<file path="config.mk">
export PLATFORM = sky130hd
export DESIGN_NAME = div_unit_flat
export DESIGN_NICKNAME = d
export VERILOG_FILES = /design/src/rtl/div_unit_if.sv /design/src/rtl/div_unit.sv /design/src/flat_wrapper.sv
export SDC_FILE = /design/constraint.sdc
export NUM_CORES = 1
export LEC_CHECK = 0
export BUFFER_PORTS_ARGS = -buffer_cell sky130_fd_sc_hd__buf_2
export CORE_UTILIZATION = 50
export CTS_CLUSTER_DIAMETER = 120
export DETAILED_ROUTE_END_ITERATION = 10
export HOLD_SLACK_MARGIN = 0.12
export PLACE_DENSITY_LB_ADDON = 0.25
export SLEW_MARGIN = 30
export SYNTH_ARGS = -nofsm -noshare
export SYNTH_HDL_FRONTEND = slang
export SYNTH_SLANG_ARGS = --single-unit
</file>
<file path="constraint.sdc">
create_clock -name clk -period 4.7 [get_ports clk]
set_input_delay 0.235 -clock clk [delete_from_list [all_inputs] [get_ports clk]]
set_output_delay 0.235 -clock clk [all_outputs]
set_load 0.02 [all_outputs]
</file>
<file path="src/rtl/div_unit_if.sv">
// Pipeline EX <-> divider handshake: operands and control in, stall request and hi/lo result out.
// The master modport is the pipeline side and the slave modport is the divider side.
interface div_unit_if;
  logic        start;
  logic        signed_op;
  logic [31:0] opr1;
  logic [31:0] opr2;
  logic        advance;
  logic        flush;
  logic        stallreq;
  logic        ready;
  logic [31:0] hi;
  logic [31:0] lo;

  modport master (
    output start, signed_op, opr1, opr2, advance, flush,
    input  stallreq, ready, hi, lo
  );

  modport slave (
    input  start, signed_op, opr1, opr2, advance, flush,
    output stallreq, ready, hi, lo
  );
endinterface

</file>
<file path="src/rtl/div_unit.sv">
// 32-bit restoring divider (DIV/DIVU): result ready 33 cycles after start, held in DONE until advance; stalls EX meanwhile.
// Define DIV_ZERO_FAST_EN to finish a zero-divisor request in one cycle with hi=lo=0.
module div_unit (
  input logic       clk,
  input logic       resetn,
  div_unit_if.slave bus
);
  typedef enum logic [1:0] {IDLE, CALC, DONE} state_t;

  state_t      state;
  logic [5:0]  cnt;
  logic [63:0] rem;
  logic [31:0] dvs;
  logic        neg_q;
  logic        neg_r;

  logic        sgn1;
  logic        sgn2;
  logic [31:0] abs1;
  logic [31:0] abs2;
  logic [32:0] part;
  logic        fits;
  logic [31:0] sub;
  logic [63:0] rem_nxt;
  logic [31:0] q_fin;
  logic [31:0] r_fin;

  always_comb begin
    sgn1 = bus.signed_op & bus.opr1[31];
    sgn2 = bus.signed_op & bus.opr2[31];
    abs1 = sgn1 ? (~bus.opr1 + 32'd1) : bus.opr1;
    abs2 = sgn2 ? (~bus.opr2 + 32'd1) : bus.opr2;
    // Shifted partial remainder needs 33 bits when the divisor is >= 2^31
    part = rem[63:31];
    fits = part >= {1'b0, dvs};
    sub  = part[31:0] - dvs;
    rem_nxt = fits ? {sub, rem[30:0], 1'b1} : {rem[62:0], 1'b0};
    q_fin = neg_q ? (~rem_nxt[31:0] + 32'd1) : rem_nxt[31:0];
    r_fin = neg_r ? (~rem_nxt[63:32] + 32'd1) : rem_nxt[63:32];
  end

  assign bus.stallreq = resetn & ~bus.flush &
                        (((state == IDLE) & bus.start) | (state == CALC));

  always_ff @(posedge clk or negedge resetn) begin
    if (!resetn) begin
      state     <= IDLE;
      cnt       <= 6'd0;
      rem       <= 64'd0;
      dvs       <= 32'd0;
      neg_q     <= 1'b0;
      neg_r     <= 1'b0;
      bus.ready <= 1'b0;
      bus.hi    <= 32'd0;
      bus.lo    <= 32'd0;
    end else if (bus.flush) begin
      state     <= IDLE;
      bus.ready <= 1'b0;
    end else begin
      case (state)
        IDLE: begin
          if (bus.start) begin
            rem   <= {32'd0, abs1};
            dvs   <= abs2;
            neg_q <= sgn1 ^ sgn2;
            neg_r <= sgn1;
            cnt   <= 6'd0;
`ifdef DIV_ZERO_FAST_EN
            if (bus.opr2 == 32'd0) begin
              state     <= DONE;
              bus.ready <= 1'b1;
              bus.hi    <= 32'd0;
              bus.lo    <= 32'd0;
            end else begin
              state <= CALC;
            end
`else
            state <= CALC;
`endif
          end
        end
        CALC: begin
          rem <= rem_nxt;
          cnt <= cnt + 6'd1;
          if (cnt == 6'd31) begin
            state     <= DONE;
            bus.ready <= 1'b1;
            bus.hi    <= r_fin;
            bus.lo    <= q_fin;
          end
        end
        DONE: begin
          if (bus.advance) begin
            state     <= IDLE;
            bus.ready <= 1'b0;
          end
        end
        default: state <= IDLE;
      endcase
    end
  end
endmodule
</file>
<file path="src/flat_wrapper.sv">
// flat-port wrapper written by rule: the top's interface ports become plain ports
module div_unit_flat 
  (clk, resetn, bus_start, bus_signed_op, bus_opr1, bus_opr2, bus_advance, bus_flush, bus_stallreq, bus_ready, bus_hi, bus_lo);
  div_unit_if bus_i ();
  input logic clk;
  input logic resetn;
  input wire logic [$bits(bus_i.start)-1:0] bus_start;
  input wire logic [$bits(bus_i.signed_op)-1:0] bus_signed_op;
  input wire logic [$bits(bus_i.opr1)-1:0] bus_opr1;
  input wire logic [$bits(bus_i.opr2)-1:0] bus_opr2;
  input wire logic [$bits(bus_i.advance)-1:0] bus_advance;
  input wire logic [$bits(bus_i.flush)-1:0] bus_flush;
  output wire logic [$bits(bus_i.stallreq)-1:0] bus_stallreq;
  output wire logic [$bits(bus_i.ready)-1:0] bus_ready;
  output wire logic [$bits(bus_i.hi)-1:0] bus_hi;
  output wire logic [$bits(bus_i.lo)-1:0] bus_lo;
  assign bus_i.start = bus_start;
  assign bus_i.signed_op = bus_signed_op;
  assign bus_i.opr1 = bus_opr1;
  assign bus_i.opr2 = bus_opr2;
  assign bus_i.advance = bus_advance;
  assign bus_i.flush = bus_flush;
  assign bus_stallreq = bus_i.stallreq;
  assign bus_ready = bus_i.ready;
  assign bus_hi = bus_i.hi;
  assign bus_lo = bus_i.lo;
  div_unit u_core (.clk(clk), .resetn(resetn), .bus(bus_i));
endmodule
</file>
==> results.yml <==
grt:
  grt_max_degree: 124
  antenna_found_initial: 1
  grt_pass1_wl_um: 53000
  gr-total-overflow: 0
  grt_pass1_vias: 9936
  grt_usage: 0.282
synth:
  yosysUniqueCellTypes: 71
  yosysWarnings: 0
  yosysSeqAreaShare: 0.368
  async_flop_share: 1.00
  yosysTopAreaCellShare: 0.368
  synth_top_cell_by_area: "dfrtp_1"
  syn_nets: 1552
  synth_ff_type: "dfrtp_1"
  syn_avg_cell_area_sq_um: 8.06
  synthTopCellsByArea: "dfrtp_1, o21ai_0, nand2_1, xor2_1, xnor2_1"
  ys_ff_latch: 171
  synthesis.area_sq_um: 11600
  netlist_instances: 1444
  synth_edf_count: 0
critical_path:
  critPathKind: "flip-flop to flip-flop"
  reg2reg_from: "u_core.rem[47]$_DFFE_PN0P_"
  worstPathRequired_ps: 5000
  cp.arrival_ps: 4790
  cp-start-kind: "flip-flop"
  endpoint_kind: "flip-flop"
  ff2ff_path_depth: 13
  cp_max_fo: 35
  r2r_end: "u_core.bus.hi[29]$_DFFE_PN0P_"
  reg2reg_slack_ps: 210
power_and_ir_drop:
  power.total_mw: 8.42
  power_density_nw_per_um2: 629
  leakage_nw: 6.12
  ir_drop_mv: 0.308
final_layout:
  mostFrequentLayoutCells: "nand2_1, o21ai_0, dfrtp_1"
  diodes: 0
  post-route-util: 0.590
  num-fill-cells: 2113
  layout-drive-gt1-share: 0.136
  nNetsFinal: 1672
  syn2layout_area_growth_pct: 15.1
  final_common_cell: "nand2_1"
die:
  rows: 55
  floorplan.core_area_sq_um: 22700
  die_w_um: 155
  chipHeight_um: 155
  dieArea_sq_um: 23900
  ios: 136
  initial_core_util: 0.513
routing:
  antenna_left: 0
  drtIter0Drc: 898
  first_pass_iters: 5
  wirelength_um: 33000
  num_vias: 10919
  viasPerCell: 5.86
  drc: 0
  wl_per_cell_um: 17.7
clock_tree:
  postCtsSetupRepairBufs: 0
  cts_tree: "built"
  clock-sinks: 171
  insertion_delay_ps: 440
  htreeDepth: 4
  clock_path_buffers: 2
  clk_pin_slew_ps: 80
  root_buffer: "clkbuf_16"
  cts_buffers: 17
worst_hold_path:
  hp-class: "primary input to flip-flop"
  whs_endpoint: "u_core.dvs[5]$_DFFE_PN0P_"
  hold_depth: 3
  worstHoldStart: "bus_opr2[5]"
timing:
  setup_slack_ps: 212
  final-hold-violation-count: 0
  worstMarginPinSlew_ps: 966
  max_freq_mhz: 223
  relSlewSlack: 0.356
  slew_viol_final: 0
  final.period_utilization: 0.955
  rsz0062_at_grt: "no"
  skew_ps: 13.2
  setup_violations: 0
  tns_ps: 0
  layout_min_cycle_time_ps: 4490
place:
  io_buffers: 135
  dp_slack_ps: 137
  place_congestion: 0.969
  dp_hpwl_um: 24700
run:
  drv_cap: 0
outcome:
  status: "completed"
flip-flops by register name, summed over array words and instances (netlist names):
signal,flops
u_core.state,2
u_core.bus.ready,1
u_core.dvs,32
u_core.neg_r,1
u_core.bus.lo,32
u_core.bus.hi,32
u_core.cnt,6
u_core.rem,64
u_core.neg_q,1
area by class of cell:
type / instances / area (sq um) / area share
clock buffers: 17 / 425 / 0.0317
well taps: 285 / 357 / 0.0266
inverters: 53 / 199 / 0.0148
multi-input cells: 1149 / 6920 / 0.516
repair buffers: 172 / 1010 / 0.0754
clock inverters: 15 / 209 / 0.0156
flip-flops and latches: 171 / 4280 / 0.319
stage by stage:
stage	hold WS [ps]	cell area, sq um	instances
after floorplan	-60.6	11600	1444
after global placement	330	12600	1816
after detailed placement	339	12600	1816
after CTS	123	13400	1862
after global routing	153	13400	1862
final	127	13400	1862
how the worst max path moves through the flow:
stage | cells after the start | slack [ps] | to | startpoint
finish | 13 | 210 | u_core.bus.hi[29]$_DFFE_PN0P_ | u_core.rem[47]$_DFFE_PN0P_
global route | 17 | 8 | u_core.bus.hi[28]$_DFFE_PN0P_ | u_core.dvs[8]$_DFFE_PN0P_
CTS | 16 | 120 | u_core.bus.hi[24]$_DFFE_PN0P_ | u_core.rem[43]$_DFFE_PN0P_
detailed placement | 16 | 140 | u_core.bus.hi[24]$_DFFE_PN0P_ | u_core.rem[43]$_DFFE_PN0P_
global placement | 16 | 350 | u_core.bus.hi[24]$_DFFE_PN0P_ | u_core.rem[49]$_DFFE_PN0P_
floorplan | 21 | 5 | u_core.bus.hi[24]$_DFFE_PN0P_ | u_core.rem[53]$_DFFE_PN0P_
worst max-delay path, cell delays in order (launching register included):
cell      delay [ps]
dfrtp_1          430
ha_1             410
a21oi_1          380
o21ai_0          240
nand3_1          140
o211ai_1         140
or2_2            360
buf_4            310
nor4_1           490
o21ai_1          250
or3_1            550
o41ai_2          370
xnor2_1          200
o21ai_1           80
cells by family after synthesis:
kind of cell               share of synthesized area
and+or+nand+nor                                0.197
AOI/OAI and AO/OA                              0.235
DFF                                            0.368
xor gates and xnor gates                       0.103
buffers and inverters                         0.0421
adders and majority gates                     0.0415
muxes                                         0.0139
timing repair:
| action | 4_1_cts | 5_1_grt |
|---|---|---|
| resized for setup | 0 | 5 |
| setup endpoints to repair | 0 | 12 |
| hold buffers | 14 | 0 |
| hold endpoints to repair | 90 | 0 |
report_power, final:
group / leakage, nW / internal (mW) / switching (mW)
Sequential: 2.26 / 1.71 / 0.309
Clock: 0.304 / 0.740 / 0.757
Combinational: 3.56 / 1.82 / 3.08
Total: 6.12 / 4.27 / 4.15
cell usage after synthesis, drive strengths merged, types with 9 or more instances:
cell,number
or4,13
a22o,12
nand3,22
nor2,75
a31oi,12
buf,12
or3,21
a21oi,65
a21o,13
o31ai,23
o211ai,13
ha,37
nand2b,11
xnor2,66
clkbuf,59
nor3,23
o21ai,255
and2,9
o41ai,13
inv,53
nor4,15
nand2,270
xor2,71
mux2i,15
dfrtp,171
layer usage:
metal | track usage | routed length (um)
met5 | 0 | 10
met4 | 0.0707 | 487
met3 | 0.0546 | 2670
met2 | 0.397 | 13400
met1 | 0.438 | 16400
Power figures use the tool's default switching activity.
